$ cat config.mk
export PLATFORM = sky130hd
export DESIGN_NAME = mem_port_arbiter
export DESIGN_NICKNAME = d
export VERILOG_FILES = /design/src/rtl/mem_arb_pkg.sv /design/src/rtl/mem_arb_pick.sv /design/src/rtl/mem_port_arbiter.sv
export SDC_FILE = /design/constraint.sdc
export NUM_CORES = 1
export LEC_CHECK = 0
export ABC_AREA = 1
export ABC_CLOCK_PERIOD_IN_PS = 1300
export CAP_MARGIN = 15
export CORE_MARGIN = 8
export CORE_UTILIZATION = 36
export CTS_BUF_LIST = sky130_fd_sc_hd__clkbuf_4 sky130_fd_sc_hd__clkbuf_8 sky130_fd_sc_hd__clkbuf_16
export CTS_CLUSTER_DIAMETER = 40
export DETAILED_ROUTE_END_ITERATION = 10
export PLACE_DENSITY_LB_ADDON = 0.05
export SKIP_CTS_REPAIR_TIMING = 1
export SLEW_MARGIN = 25
export SYNTH_ARGS = -nofsm -noshare
export SYNTH_HDL_FRONTEND = slang
export SYNTH_SLANG_ARGS = --single-unit
$ cat constraint.sdc
create_clock -name clk -period 1.3 [get_ports clk]
set_clock_uncertainty 0.05 [all_clocks]
set_input_delay 0.26 -clock clk [delete_from_list [all_inputs] [get_ports clk]]
set_output_delay 0.26 -clock clk [all_outputs]
set_load 0.02 [all_outputs]
$ cat src/rtl/mem_arb_pkg.sv
// Shared types and helpers for mem_port_arbiter: FSM states, dsize codes,
// source encoding and the data-port legality check.
package mem_arb_pkg;

  typedef enum logic [1:0] {
    ST_IDLE,
    ST_ACCESS,
    ST_RESP
  } state_t;

  localparam logic [1:0] SZ_BYTE = 2'b00;
  localparam logic [1:0] SZ_HALF = 2'b01;
  localparam logic [1:0] SZ_WORD = 2'b11;

  localparam logic SRC_I = 1'b0;
  localparam logic SRC_D = 1'b1;

  // lo holds the two least-significant address bits in big-endian order
  // (lo[1] is the byte-offset LSB).
  function automatic logic access_err(input logic [1:0] size, input logic [0:1] lo);
    logic err;
    case (size)
      SZ_BYTE: err = 1'b0;
      SZ_HALF: err = lo[1];
      SZ_WORD: err = |lo;
      default: err = 1'b1;
    endcase
    return err;
  endfunction

endpackage

$ cat src/rtl/mem_arb_pick.sv
// Grant selection between the fetch and data ports.
// MEM_ARB_RR_EN selects round-robin; otherwise D has fixed priority over I.
module mem_arb_pick
  import mem_arb_pkg::*;
(
  input  logic i_req,
  input  logic d_req,
  input  logic last_src,
  output logic pick_i,
  output logic pick_d
);

`ifdef MEM_ARB_RR_EN
  always_comb begin
    pick_i = 1'b0;
    pick_d = 1'b0;
    if (i_req && d_req) begin
      if (last_src == SRC_D) pick_i = 1'b1;
      else                   pick_d = 1'b1;
    end else begin
      pick_i = i_req;
      pick_d = d_req;
    end
  end
`else
  logic unused_last_src;
  assign unused_last_src = last_src;

  always_comb begin
    pick_i = 1'b0;
    pick_d = 1'b0;
    pick_d = d_req;
    pick_i = i_req & ~d_req;
  end
`endif

endmodule

$ cat src/rtl/mem_port_arbiter.sv
// Shares one single-ported dmem between a fetch port (I) and a load/store port (D).
// Optional round-robin arbitration with MEM_ARB_RR_EN; default is D-over-I priority.
module mem_port_arbiter
  import mem_arb_pkg::*;
#(
  parameter int unsigned LATENCY = 1,
  parameter int unsigned ADDR_W  = 32
) (
  input  logic              clk,
  input  logic              rst_n,
  input  logic              i_req,
  input  logic [0:ADDR_W-1] i_addr,
  output logic              i_gnt,
  output logic              i_valid,
  output logic [0:31]       i_rdata,
  input  logic              d_req,
  input  logic [0:ADDR_W-1] d_addr,
  input  logic [0:31]       d_wdata,
  input  logic              d_we,
  input  logic [1:0]        d_size,
  output logic              d_gnt,
  output logic              d_valid,
  output logic [0:31]       d_rdata,
  output logic              d_err,
  output logic [0:ADDR_W-1] m_addr,
  output logic [0:31]       m_wdata,
  output logic              m_we,
  output logic [1:0]        m_size,
  input  logic [0:31]       m_rdata
);

  localparam int unsigned CNT_W = (LATENCY <= 1) ? 1 : $clog2(LATENCY);
  localparam logic [CNT_W-1:0] CNT_LOAD = CNT_W'(LATENCY - 1);

  state_t            state_q, state_nxt;
  logic              src_q;
  logic [0:ADDR_W-1] addr_q;
  logic [0:31]       wdata_q;
  logic              we_q;
  logic [1:0]        size_q;
  logic [CNT_W-1:0]  cnt_q;
  logic [0:31]       i_rdata_q, d_rdata_q;
  logic              last_src;
  logic              pick_i, pick_d;
  logic              gnt_i, gnt_d;
  logic              err_lat;
  logic              cnt_done;

  mem_arb_pick u_pick (
    .i_req    (i_req),
    .d_req    (d_req),
    .last_src (last_src),
    .pick_i   (pick_i),
    .pick_d   (pick_d)
  );

`ifdef MEM_ARB_RR_EN
  logic last_src_q;

  always_ff @(posedge clk) begin
    if (!rst_n)     last_src_q <= SRC_D;
    else if (gnt_d) last_src_q <= SRC_D;
    else if (gnt_i) last_src_q <= SRC_I;
  end

  assign last_src = last_src_q;
`else
  assign last_src = SRC_D;
`endif

  // Legality is judged on the latched fields so it stays valid through RESP.
  assign err_lat  = (src_q == SRC_D) && access_err(size_q, addr_q[ADDR_W-2:ADDR_W-1]);
  assign cnt_done = (cnt_q == '0);

  always_comb begin
    state_nxt = state_q;
    gnt_i     = 1'b0;
    gnt_d     = 1'b0;
    case (state_q)
      ST_IDLE: begin
        if (rst_n) begin
          gnt_i = pick_i;
          gnt_d = pick_d;
          if (pick_i || pick_d) state_nxt = ST_ACCESS;
        end
      end
      ST_ACCESS: begin
        if (cnt_done) state_nxt = ST_RESP;
      end
      ST_RESP: begin
        state_nxt = ST_IDLE;
      end
      default: begin
        state_nxt = ST_IDLE;
      end
    endcase
  end

  always_ff @(posedge clk) begin
    if (!rst_n) begin
      state_q   <= ST_IDLE;
      src_q     <= SRC_D;
      addr_q    <= '0;
      wdata_q   <= '0;
      we_q      <= 1'b0;
      size_q    <= SZ_BYTE;
      cnt_q     <= '0;
      i_rdata_q <= '0;
      d_rdata_q <= '0;
    end else begin
      state_q <= state_nxt;
      case (state_q)
        ST_IDLE: begin
          if (gnt_d) begin
            src_q   <= SRC_D;
            addr_q  <= d_addr;
            wdata_q <= d_wdata;
            we_q    <= d_we;
            size_q  <= d_size;
            cnt_q   <= CNT_LOAD;
          end else if (gnt_i) begin
            src_q   <= SRC_I;
            addr_q  <= i_addr;
            wdata_q <= '0;
            we_q    <= 1'b0;
            size_q  <= SZ_WORD;
            cnt_q   <= CNT_LOAD;
          end
        end
        ST_ACCESS: begin
          if (cnt_done) begin
            if (src_q == SRC_D) d_rdata_q <= m_rdata;
            else                i_rdata_q <= m_rdata;
          end else begin
            cnt_q <= cnt_q - 1'b1;
          end
        end
        default: ;
      endcase
    end
  end

  assign i_gnt   = gnt_i;
  assign d_gnt   = gnt_d;
  assign i_valid = (state_q == ST_RESP) && (src_q == SRC_I);
  assign d_valid = (state_q == ST_RESP) && (src_q == SRC_D);
  assign d_err   = d_valid && err_lat;
  assign i_rdata = i_rdata_q;
  assign d_rdata = d_rdata_q;

  assign m_addr  = addr_q;
  assign m_wdata = wdata_q;
  assign m_size  = size_q;
  // Write strobe fires on the edge that ends the access, together with read capture.
  assign m_we    = rst_n && (state_q == ST_ACCESS) && cnt_done && we_q && !err_lat;

endmodule
* Yosys cells after proc, flatten, opt, wreduce, memory -nomap -nowiden *
Index checks and enable logic that the tools add are counted.

word-level totals
  bits in registers = 135
  output and inout bits = 136
  logic and storage cells = 61
  input port bits = 135

cells by class
  muxes and demuxes = 20
  bitwise operators = 4
  equal/unequal tests = 7
  $add $sub $neg = 1
  reductions and logical operators = 20

operators by type and width
  cell                 count
  $mux 32              4
  $mux 1               9
  $logic_and 1x1->1    8
  $mux 2               4
  $reduce_and 2->1     3
  $reduce_and 3->1     2
  $eq 2x1->1 const B   2
  $eq 2x2->1 const B   2
  $logic_not 2->1      2
  $ne 2x2->1 const B   2
  $pmux 2 s2           1
  $reduce_bool 2->1    2
  $ne 3x3->1 const B   1
  $not 1->1            3
  $pmux 1 s3           1
  $pmux 1 s2           1
  $reduce_or 2->1      1
  $and 1x1->1          1
  $logic_not 1->1      1
  $logic_or 1x1->1     1
  $sub 1x1->1 const B  1

* Depth between registers and ports, before layout *
  depth in word-level cells = 7
  mapped depth = 9
  mapped depth without buffers = 7

* Modules after synthesis *
A second synthesis with hierarchy kept.

unflattened totals
  cell total of the unflattened synthesis = 741
  area, all modules = 5426.5 µm²

modules (own cells, without submodules)
  module            times used  seq. area each (µm²)  area an instance (µm²)  cells an instance
  mem_port_arbiter  1           2682.6                5408.9                  738
  mem_arb_pick      1           0.0                   17.5                    3

* Worst setup path after synthesis *
OpenSTA, ideal clock, no wires.

  path type = input -> output
  from = in rst_n
  to = out m_we
  data arrival time = 1.165 ns
  cell stages on the path = 6
  required time = 0.990 ns
  slack = -0.175 ns
  path buffers = 2
  cells stage by stage = buf_4 > inv_1 > buf_2 > nor3_1 > nand2_1 > a21oi_1

on the way
  cells in the longest elaborated chain, start to end = 4

ends and longest elaborated chain
  what                            line                     source
  start, declared                 mem_port_arbiter.sv:10   input logic rst_n,
  $logic_and 1x1->1 (4 in a row)  mem_port_arbiter.sv:155  assign m_we = rst_n && (state_q == ST_ACCESS) && cnt_done && we_q && !err_lat;
  end, declared                   mem_port_arbiter.sv:27   output logic m_we,

No other way between the ends.

* Worst setup path in the final report *
  from = reg state_q[0]
  to = out d_gnt

on the way
  cells in the longest elaborated chain, start to end = 2

ends and longest elaborated chain
  what                    line                     source
  start, declared         mem_port_arbiter.sv:35   state_t state_q, state_nxt;
  start signal, assigned  mem_port_arbiter.sv:111  state_q <= state_nxt;
  $logic_not 2->1         mem_port_arbiter.sv:79   case (state_q)
  $mux 1                  mem_port_arbiter.sv:79
  end, declared           mem_port_arbiter.sv:21   output logic d_gnt,

No other way between the ends.

==> impl_results.md <==
- Status: finished with violations
- Failing checks: negative setup slack
- Mapped Avg Cell Area: 7.32 um2
- Die area: 19,100 um2
- ANT nets after route: 0
- Hold wc startpoint: rst_n
- Top post-synthesis cells by area: dfxtp_1, a21oi_1, inv_1, nand2_1, o21ai_0
- Fin nets: 1,173
- Clock Latency Late Sink: 0.41 ns
- Placed insts: 1,175
- Vias in the first global route: 5,290
- First-pass iteration count of the detailed router: 4
- Final period utilization: 128%
- H-tree Lvls: 4
- Clock root buffer: clkbuf_16
- Kind of critical path: reg -> out
- Least-Margin Pin Slew: 0.810 ns
- Ports: 271
- ANT cells: 0
- Worst hold endpoint: state_q[1]
- Area growth, synth to finish: 72.7%
- Logic gate share of total power: 22.6%
- Top_reg_cell synth: dfxtp_1
- Max-cap viol count: 0
- Crit path arrival time: 1.35 ns
- Initial antenna violation count: 0
- Register area: 2690 um2
- Async SR Flop Fraction: 0%
- Num CTS Buffers: 17
- Switching share of power: 27.8%
- CP endpoint kind: output port
- Total GRT Usage: 17.7%
- Most common cell after layout, fill and taps aside: inv_1
- RR Startpoint: state_q[1]
- Data required, critical path: 0.99 ns
- Largest fanout on the critical path: 4
- Hold path cells: 3
- Core Area: 14,600 um2
- First-pass GRT wire length: 27,600 um
- R2r endpoint: i_rdata[3]
- Chip width: 138 um
- Psw: 3.39 mW
- Final min period: 1.66 ns
- Via density: 4.68
- Via count: 5,769
- Post-synthesis cell count: 736
- Dpl cell area: 8460 um2
- Largest area contributor in the netlist: dfxtp_1
- Wire per inst: 16.0 um
- Fmax achieved: 601 MHz
- Relative slew slack: 46.0%
- Clock transition at path regs: 0.05 ns
- Setup crit start: state_q[0]
- Leakage power: 4.17 nW
- Largest net degree at the start of global routing: 66
- Row Count: 44
- #FFs+latches synth: 134
- Post-route non-filler standard cell count: 1,232
- Syn nets: 871
- YS warnings: 0
- Die Span Y: 138 um
- Initial DRC count: 226
- Hold crit path type: in -> reg
- DRC errors left: 0
- CP Launch Type: register
- Syn Std Cell Area: 5390 um2
- Initial Utilization: 36.9%
- Setup violations, final: 140
- PD cells: 1310 nW/um2
- Setup slack, reg-to-reg: -0.19 ns
- Most frequent cells in the layout: inv_1, nand2_1, clkdlybuf4s50_1, dfxtp_1, clkbuf_2
- Int Pwr: 8.80 mW
- Reg power frac: 37.6%
- Routed WL: 19,700 um
- Multi-input logic area: 2330 um2
- Post-layout instance area: 9310 um2
- # clock sinks: 134
- Maximum VDD drop: 883 uV
- Fill cells: 1,335
- RSZ-0062 raised after global routing: true
- Number of distinct library cells after synthesis: 20
- Max-slew violation count: 0
- Clock share of power: 39.7%
- Share of cells above drive strength 1: 31.2%
- Final Hold Violating Endpoints: 0
- Yosys top cell area share: 49.8%
- Gpl congestion: 0.754
- Clock Tree Buf Depth: 2
- DP HPWL: 13,000 um
- Final worst slack: -0.364 ns
- Placement Setup Slack: -0.561 ns
- Seq/Total Area, Yosys: 49.8%
- Final hold slack: 0.110 ns
- CTS tree: built
- Gr ovfl total: 0
- Port Buffers: 270
- EDFF count, synth: 0
- Reg2reg path depth: 7
routing by layer:
layer | GRT usage, % | routed length (um)
met1 | 20.0 | 8150
met5 | 0 | 0
met4 | 8.12 | 376
met3 | 7.60 | 1620
met2 | 28.4 | 9580
synthesized netlist by cell type, types with 2 or more instances:
| library cell | n |
|---|---|
| inv_1 | 136 |
| nand2_1 | 136 |
| dfxtp_1 | 134 |
| a21oi_1 | 132 |
| o21ai_0 | 68 |
| nand3_1 | 66 |
| buf_2 | 21 |
| clkbuf_1 | 16 |
| buf_4 | 7 |
| buf_1 | 3 |
| clkbuf_2 | 3 |
| inv_2 | 3 |
| nor3_1 | 3 |
| nand3_2 | 2 |
through the flow:
step | power (mW) | util, % | setup TNS, ns
5_1_grt | 12.7 | 63.8 | -25.19
2_1_floorplan | 5.84 | - | -0.301
6_report | 12.2 | 63.8 | -17.28
3_3_place_gp | 7.19 | 58.0 | -38.46
4_1_cts | 12.1 | 62.1 | -88.25
3_5_place_dp | 7.21 | 58.0 | -41.78
worst max-delay path: stages, from the launching register on:
cell	delay [ns]
dfxtp_2	0.32
buf_6	0.12
nor2_8	0.13
buf_12	0.13
nand2_8	0.06
inv_6	0.06
buf_6	0.11
how the worst max path moves through the flow:
stage	end	slack [ns]	cells past startpoint
after floorplan	m_we	-0.07	6
after global placement	i_gnt	-0.56	4
after detailed placement	i_gnt	-0.56	4
after CTS	m_we	-0.97	4
after global routing	d_gnt	-0.42	6
final	d_gnt	-0.36	6
cells by family (layout without fill, tap and decap cells):
group,Yosys count,after routing,share of synthesized area (%)
simple gates,213,214,17.4
flops,134,134,49.8
compound gates,200,200,18.6
buf+inv,189,500,14.2
flip-flops by register name, indices dropped and copies added, names as in the netlist:
register	count
we_q	1
src_q	1
m_addr	32
i_rdata	32
m_wdata	32
m_size	2
state_q	2
d_rdata	32
cell type report:
class / count / share of cell area [%]
clock buffers: 20 / 5.01
clock inverters: 9 / 1.37
inverters: 139 / 5.69
multi-input cells: 414 / 25.1
flip-flops and latches: 134 / 28.9
well taps: 184 / 2.47
repair buffers: 332 / 31.5
power groups by stage:
stage	clock, mW	sequential (mW)	combinational [mW]
final	4.85	4.59	2.76
after global routing	5.12	4.63	2.97
after CTS	4.94	4.58	2.56
after detailed placement	0	4.66	2.55
after global placement	0	4.65	2.54
after floorplan	0	5.03	0.809
Power figures use the tool's default switching activity.
